### src/rtl/sva_result_collector.sv
// Collects checker success/failure/lazy-success events into saturating counters and a timestamped
// event FIFO. Optional first-failure capture is enabled by defining SVA_RESULT_FIRST_FAIL_EN.
module sva_result_collector #(
  parameter int unsigned CNT_WIDTH  = 16,
  parameter int unsigned TS_WIDTH   = 16,
  parameter int unsigned FIFO_DEPTH = 4
) (
  input  logic                 sys_clk,
  input  logic                 sys_rst_n,
  input  logic                 gclk_posedge_flag,
  input  logic                 succ,
  input  logic                 fail,
  input  logic                 lazy_succ,
  input  logic                 clr,
  output logic                 ev_valid,
  input  logic                 ev_ready,
  output logic [1:0]           ev_kind,
  output logic [TS_WIDTH-1:0]  ev_ts,
  output logic [CNT_WIDTH-1:0] succ_cnt,
  output logic [CNT_WIDTH-1:0] fail_cnt,
  output logic [CNT_WIDTH-1:0] lazy_cnt,
  output logic                 overflow,
  output logic                 first_fail_vld,
  output logic [TS_WIDTH-1:0]  first_fail_ts
);

  localparam int unsigned PtrW = (FIFO_DEPTH > 1) ? $clog2(FIFO_DEPTH) : 1;
  localparam int unsigned FillW = PtrW + 1;

  typedef enum logic [1:0] {
    StIdle = 2'd0,
    StRun  = 2'd1,
    StErr  = 2'd2
  } state_e;

  state_e               state_q, state_d;
  logic [TS_WIDTH-1:0]  ts_q, ts_d;
  logic [CNT_WIDTH-1:0] succ_cnt_q, succ_cnt_d;
  logic [CNT_WIDTH-1:0] fail_cnt_q, fail_cnt_d;
  logic [CNT_WIDTH-1:0] lazy_cnt_q, lazy_cnt_d;
  logic                 overflow_q, overflow_d;
  logic [PtrW-1:0]      wr_ptr_q, wr_ptr_d;
  logic [PtrW-1:0]      rd_ptr_q, rd_ptr_d;
  logic [FillW-1:0]     fill_q, fill_d;

  logic [1:0]           kind_mem_q [FIFO_DEPTH];
  logic [TS_WIDTH-1:0]  ts_mem_q   [FIFO_DEPTH];

  logic                 active;
  logic                 fifo_full;
  logic                 any_ev;
  logic                 push_req;
  logic                 push;
  logic                 pop;
  logic                 ovf_evt;
  logic [1:0]           push_kind;

  function automatic logic [CNT_WIDTH-1:0] sat_inc(input logic [CNT_WIDTH-1:0] v,
                                                   input logic                 en);
    return (en && (v != '1)) ? v + CNT_WIDTH'(1) : v;
  endfunction

  assign active    = (state_q != StIdle);
  assign ev_valid  = (fill_q != '0);
  assign fifo_full = (fill_q == FillW'(FIFO_DEPTH));
  assign any_ev    = succ | fail | lazy_succ;

  // clr suppresses every same-cycle FIFO operation.
  assign pop       = ev_valid && ev_ready && !clr;
  assign push_req  = (state_q == StRun) && any_ev && !clr;
  assign push      = push_req && (!fifo_full || pop);
  assign ovf_evt   = push_req && fifo_full && !pop;
  assign push_kind = fail ? 2'b10 : (succ ? 2'b01 : 2'b11);

  assign ev_kind   = ev_valid ? kind_mem_q[rd_ptr_q] : 2'b00;
  assign ev_ts     = ev_valid ? ts_mem_q[rd_ptr_q] : '0;
  assign succ_cnt  = succ_cnt_q;
  assign fail_cnt  = fail_cnt_q;
  assign lazy_cnt  = lazy_cnt_q;
  assign overflow  = overflow_q;

  always_comb begin
    state_d    = state_q;
    ts_d       = ts_q;
    succ_cnt_d = succ_cnt_q;
    fail_cnt_d = fail_cnt_q;
    lazy_cnt_d = lazy_cnt_q;
    overflow_d = overflow_q;
    wr_ptr_d   = wr_ptr_q;
    rd_ptr_d   = rd_ptr_q;
    fill_d     = fill_q;

    unique case (state_q)
      StIdle: if (gclk_posedge_flag) state_d = StRun;
      StRun:  if (ovf_evt) state_d = StErr;
      StErr:  state_d = StErr;
      default: state_d = StIdle;
    endcase

    // The IDLE->RUN edge itself does not advance the timestamp.
    if (active && gclk_posedge_flag) ts_d = ts_q + TS_WIDTH'(1);

    if (active) begin
      succ_cnt_d = sat_inc(succ_cnt_q, succ);
      fail_cnt_d = sat_inc(fail_cnt_q, fail);
      lazy_cnt_d = sat_inc(lazy_cnt_q, lazy_succ);
    end

    if (ovf_evt) overflow_d = 1'b1;

    if (push) wr_ptr_d = wr_ptr_q + PtrW'(1);
    if (pop)  rd_ptr_d = rd_ptr_q + PtrW'(1);
    unique case ({push, pop})
      2'b10:   fill_d = fill_q + FillW'(1);
      2'b01:   fill_d = fill_q - FillW'(1);
      default: fill_d = fill_q;
    endcase

    if (clr) begin
      state_d    = StIdle;
      ts_d       = '0;
      succ_cnt_d = '0;
      fail_cnt_d = '0;
      lazy_cnt_d = '0;
      overflow_d = 1'b0;
      wr_ptr_d   = '0;
      rd_ptr_d   = '0;
      fill_d     = '0;
    end
  end

  always_ff @(posedge sys_clk or negedge sys_rst_n) begin
    if (!sys_rst_n) begin
      state_q    <= StIdle;
      ts_q       <= '0;
      succ_cnt_q <= '0;
      fail_cnt_q <= '0;
      lazy_cnt_q <= '0;
      overflow_q <= 1'b0;
      wr_ptr_q   <= '0;
      rd_ptr_q   <= '0;
      fill_q     <= '0;
    end else begin
      state_q    <= state_d;
      ts_q       <= ts_d;
      succ_cnt_q <= succ_cnt_d;
      fail_cnt_q <= fail_cnt_d;
      lazy_cnt_q <= lazy_cnt_d;
      overflow_q <= overflow_d;
      wr_ptr_q   <= wr_ptr_d;
      rd_ptr_q   <= rd_ptr_d;
      fill_q     <= fill_d;
    end
  end

  // Storage needs no reset: outputs are masked by ev_valid.
  always_ff @(posedge sys_clk) begin
    if (push) begin
      kind_mem_q[wr_ptr_q] <= push_kind;
      ts_mem_q[wr_ptr_q]   <= ts_q;
    end
  end

`ifdef SVA_RESULT_FIRST_FAIL_EN
  logic                ff_vld_q, ff_vld_d;
  logic [TS_WIDTH-1:0] ff_ts_q, ff_ts_d;

  always_comb begin
    ff_vld_d = ff_vld_q;
    ff_ts_d  = ff_ts_q;
    if (clr) begin
      ff_vld_d = 1'b0;
      ff_ts_d  = '0;
    end else if (active && fail && !ff_vld_q) begin
      ff_vld_d = 1'b1;
      ff_ts_d  = ts_q;
    end
  end

  always_ff @(posedge sys_clk or negedge sys_rst_n) begin
    if (!sys_rst_n) begin
      ff_vld_q <= 1'b0;
      ff_ts_q  <= '0;
    end else begin
      ff_vld_q <= ff_vld_d;
      ff_ts_q  <= ff_ts_d;
    end
  end

  assign first_fail_vld = ff_vld_q;
  assign first_fail_ts  = ff_ts_q;
`else
  assign first_fail_vld = 1'b0;
  assign first_fail_ts  = '0;
`endif

endmodule

### config.mk
export PLATFORM = sky130hd
export DESIGN_NAME = sva_result_collector
export DESIGN_NICKNAME = d
export VERILOG_FILES = /design/src/rtl/sva_result_collector.sv
export SDC_FILE = /design/constraint.sdc
export NUM_CORES = 1
export LEC_CHECK = 0
export CAP_MARGIN = 20
export CORE_MARGIN = 1
export CORE_UTILIZATION = 30
export CTS_CLUSTER_DIAMETER = 60
export DETAILED_ROUTE_END_ITERATION = 10
export HOLD_SLACK_MARGIN = 0.05
export REMOVE_ABC_BUFFERS = 1
export SLEW_MARGIN = 20
export SYNTH_ARGS = -nofsm -noshare
export SYNTH_HDL_FRONTEND = slang
export SYNTH_SLANG_ARGS = --single-unit
export TNS_END_PERCENT = 30
### constraint.sdc
create_clock -name sys_clk -period 6.6 [get_ports sys_clk]
set_clock_uncertainty 0.2 [all_clocks]
set_input_delay 1.32 -clock sys_clk [delete_from_list [all_inputs] [get_ports sys_clk]]
set_output_delay 1.32 -clock sys_clk [all_outputs]
set_load 0.01 [all_outputs]
[After elaboration in Yosys (flattened, before gate mapping)]
Memory sizes are Yosys's and may differ from the RTL's.
Cells that the tools add are included.
Word-level totals
  register bits: 74
  memory bits (writable): 72
  output and inout port bits: 85
  word-level logic and storage cells: 91
  memories: 2
Operators by class
  add/subtract/negate cells: 8
  equal/unequal tests: 10
  muxes and demuxes: 29
  bitwise logic cells: 2
  reductions and logical operators: 31
Memories
  ts_mem_q: depth 4, width 16, rd ports 1, clocked after Yosys merged registers in 0, write ports 1, line 47  | logic [TS_WIDTH-1:0] ts_mem_q [FIFO_DEPTH];
  kind_mem_q: depth 4, width 2, rd ports 1, clocked after Yosys merged registers in 0, write ports 1, line 46  | logic [1:0] kind_mem_q [FIFO_DEPTH];
Operators by type and width (count)
  16-bit two-way mux: 12
  16-bit by 1-bit adder with 16-bit output (second input constant): 4
  16-bit inequality test (second input constant): 3
  2-bit two-way mux: 10
  2-bit nonzero test: 9
  1-bit logical AND: 11
  2-bit AND reduction: 4
  3-bit inequality test (second input constant): 2
  2-bit one-hot mux with 3 select lines: 1
  3-bit one-hot mux with 2 select lines: 1
  3-bit nonzero test: 2
  2-bit by 1-bit adder with 2-bit output (second input constant): 2
  2-bit by 1-bit == test with 1-bit output (second input constant): 2
  2-bit == test (second input constant): 2
  1-bit two-way mux: 4
  3-bit by 1-bit adder with 3-bit output (second input constant): 1
  3-bit == test (second input constant): 1
  1-bit logical NOT: 3
  3-bit two-way mux: 1
  3-bit by 1-bit subtractor with 3-bit output (second input constant): 1
  2-bit logical NOT: 1
  1-bit bitwise OR: 2
  1-bit logical OR: 1

[Logic depth before layout (Yosys ltp)]
  depth after elaboration: 9
  depth in mapped cells: 10

[Least setup slack after synthesis]
Ideal clock, no wire load.
  kind: input -> register
  start: input clr
  end: register fill_q[1]
  library setup time: 0.122 ns
  arrival: 3.198 ns
  data required time: 6.278 ns
  setup slack: 3.080 ns
  cell stages on the path: 9
  buffers on the path: 3
  path through: buf_2 > clkbuf_1 > clkbuf_1 > nor3_1 > fa_1 > nand2_1 > a31oi_1 > a311oi_1 > a2111oi_1
Between the ends
  cells in the longest elaborated chain, start to end: 7
Ends and longest elaborated chain
  from (decl): line 14  | input logic clr,
  1-bit logical NOT: line 69, 70
  1-bit logical AND: line 69  | assign pop = ev_valid && ev_ready && !clr;
  1-bit logical OR: line 71  | assign push = push_req && (!fifo_full || pop);
  1-bit logical AND: line 71
  2-bit by 1-bit == test with 1-bit output / 2-bit == test (equally long branches): line 113  | unique case ({push, pop})
  3-bit one-hot mux with 2 select lines: line 113
  3-bit two-way mux: line 119  | if (clr) begin
  to (signal assigned): line 152  | fill_q <= fill_d;
  to (decl): line 44  | logic [FillW-1:0] fill_q, fill_d;
Parallel ways exist; a longest one is shown, timed or not.
A chain may end at the register's enable or synchronous reset.

[Final worst setup path]
  start: register rd_ptr_q[0]
  end: output ev_kind[0]
Between the ends
  cells in the longest elaborated chain, start to end: 2
Ends and longest elaborated chain
  from (decl): line 43  | logic [PtrW-1:0] rd_ptr_q, rd_ptr_d;
  from (signal assigned): line 151  | rd_ptr_q <= rd_ptr_d;
  memory 4 x 2 bit
  2-bit two-way mux: line 75  | assign ev_kind = ev_valid ? kind_mem_q[rd_ptr_q] : 2'b00;
  to (decl): line 17  | output logic [1:0] ev_kind,
Every way passes these cells.

==> impl_metrics.csv <==
group,metric,value,unit
clock_tree,htree_levels,4,
setup_path,cp_slowest_cell,"dfrtp_1",
yosys,avgSynthCellArea,12.1,um^2
finish,finalNetCount,694,
placement,placed_cells,974,
grt,grt_use_total,13.6,%
routing,vias,4976,
setup_path,timing.critical_path.required,5.08,ns
pwr,total_power,2400,uW
routing,drt_iter0_drc,291,
clock_tree,cts_setup_buffers,0,
timing,finalSetupViolCount,0,
timing,worst_hold_slack,0.337,ns
yosys,ys_types,65,
routing,drcViolationCount,0,
timing,tns,0,ns
yosys,synth_area_leaders,"edfxtp_1, dfrtp_1, mux4_2",
yosys,synth_edf_count,72,
timing,rsz0062_at_grt,"no",
clock_tree,numCtsBuffers,17,
timing,setup_ws,2.38,ns
die,rows,56,
setup_path,critPathCaptureType,"output port",
die,coreArea,0.0236,mm^2
clock_tree,cts_tree,"built",
die,die_h,158,um
yosys,synth.top_cell.area_share,29.7,%
setup_path,cp-start-kind,"flop",
finish,final_cell_mix,"dfrtp_1, clkdlybuf4s50_1, edfxtp_1, nor2_1, nand2_1",
yosys,async_reset_ff_share,50.7,%
placement,pre_cts_ws,2.48,ns
yosys,synth_ff_type,"dfrtp_1",
yosys,ys_seq_area_share,55.2,%
clock_tree,cts.sinks,146,
placement,gp_congestion,0.756,
grt,grt_pass1_vias,4908,
routing,routed_via_density,4.95,
clock_tree,hold_buffers,0,
routing,wl_per_cell,15.6,um
timing,tightest_slew,1.04,ns
setup_path,crit_chain,"buf_4 -> mux4_2 -> and2_1 -> clkdlybuf4s50_1",
yosys,synth-seq-cells,146,
timing,hold_violations,0,
grt,grt_max_degree,75,
clock_tree,clock_path_buffers,2,
yosys,yosysWarnings,0,
timing,finalCriticalPeriod,4.22,ns
setup_path,critPathMaxStageDelay,0.69,ns
die,ios,93,
clock_tree,insertion_delay,0.42,ns
clock_tree,ctsResizeCount,0,
die,start_util,30.8,%
hold_path,hold_class,"flop to flop",
grt,gr-total-overflow,0,
finish,insertedDiodeCount,0,
setup_path,crit_fanout,12,
grt,grt_pass1_wl,25.9,mm
yosys,syn_area,0.00727,mm^2
yosys,netlist_instances,601,
routing,firstDrtPassIters,4,
pwr,powerDensity,270,mW/mm^2
timing,fmax,237,MHz
finish,final_common_cell,"dfrtp_1",
placement,dp_hpwl,10.4,mm
finish,area_delta_synth_final,22.2,%
timing,relSlewSlack,30.7,%
pwr,peakVddDrop,0.000151,V
finish,drive_above_1_share,11.2,%
die,die-area,0.0249,mm^2
clock_tree,cts_root_buffer,"clkbuf_16",
timing,fin_crit_sh,63.9,%
flow_run,cap_violations,0,
setup_path,worstSetupPathType,"flop to output port",
finish,instances_no_fill,1006,
clock_tree,cts.clk_slew.worst_paths,0.06,ns
pwr,p_leak,0.00330,uW
timing,drv_slew,0,
setup_path,arrival,2.70,ns
routing,ant_nets,0,
run_status,outcome,"finished, final reports clean",
placement,io_buffer_count,75,
die,die_x,158,um
grt,antenna_found_initial,0,
yosys,yosysTopAreaCell,"edfxtp_1",
routing,drt_wl_total,15.7,mm
[synth_stat cells, types with 13 or more instances]
library cell	number
nand2_1	42
nor2b_1	26
and2_1	23
edfxtp_1	72
nor2_1	43
a21oi_1	25
inv_1	17
mux4_2	18
nand3_1	18
o21ai_0	14
buf_4	17
nand4_1	13
dfrtp_1	74
[routing by layer]
metal | global-route usage [%] | vias to the layer above | share of wire (%)
met5 | 0 | - | 0
met1 | 17.8 | 2470 | 47
met3 | 3.04 | 8 | 4.0
li1 | - | 2385 | -
met4 | 4.39 | 0 | 0.77
met2 | 22.1 | 113 | 48
[registers in the layout, indices dropped and copies added (netlist names)]
signal / count
fill_q: 3
kind_mem_q: 8
ts_mem_q: 64
wr_ptr_q: 2
fail_cnt: 16
overflow: 1
rd_ptr_q: 2
succ_cnt: 16
lazy_cnt: 16
ts_q: 16
state_q: 2
[cells by family after synthesis]
family | share of synthesized area (%)
other | 0.0516
adders and majority gates | 2.17
AOI/OAI and AO/OA | 8.09
DFF | 55.2
xor gates and xnor gates | 1.57
muxes | 9.60
buffers and inverters | 3.91
and+or+nand+nor | 19.4
[path summary, 6_finish.rpt]
kind | start | endpoint | slack, ns | cells after the start
worst max-delay path | rd_ptr_q[0] | ev_kind[0] | 2.38 | 4
worst min-delay path | overflow | overflow | 0.34 | 2
worst max register to register | fill_q[2] | fill_q[1] | 3.63 | 8
worst min register to register | overflow | overflow | 0.34 | 2
max in group asynchronous | sys_rst_n | ts_q[13] | 4.97 | 1
min in group asynchronous | sys_rst_n | lazy_cnt[6] | 0.73 | 1
[cell type report]
cell class / count / area, um^2
multi-input combinational: 415 / 3030
clock buffer: 17 / 425
sequential: 146 / 4010
inverter: 17 / 63.8
fill: 2301 / 14700
tap: 319 / 399
timing repair buffer: 77 / 762
clock inverter: 15 / 186
[worst max-delay path, delay by kind of cell (launching register included)]
family / cells / cell delay (ns)
buffers and inverters: 2 / 0.84
flip-flops: 1 / 0.69
multiplexers: 1 / 0.57
AND/OR/NAND/NOR: 1 / 0.17
[report_power, final]
| group | leakage, uW | switching (uW) | internal (uW) |
|---|---|---|---|
| combinational | 0.00128 | 192 | 181 |
| clock | 0.000300 | 436 | 546 |
| sequential | 0.00171 | 40.7 | 1010 |
| total | 0.00330 | 669 | 1730 |
[through the flow]
stage	instance area [um^2]	utilization [%]
after global routing	8880	37.6
after global placement	8270	35.0
final	8880	37.6
after detailed placement	8270	35.0
after floorplan	7110	-
after CTS	8880	37.6
(Power assumes the default switching activity.)
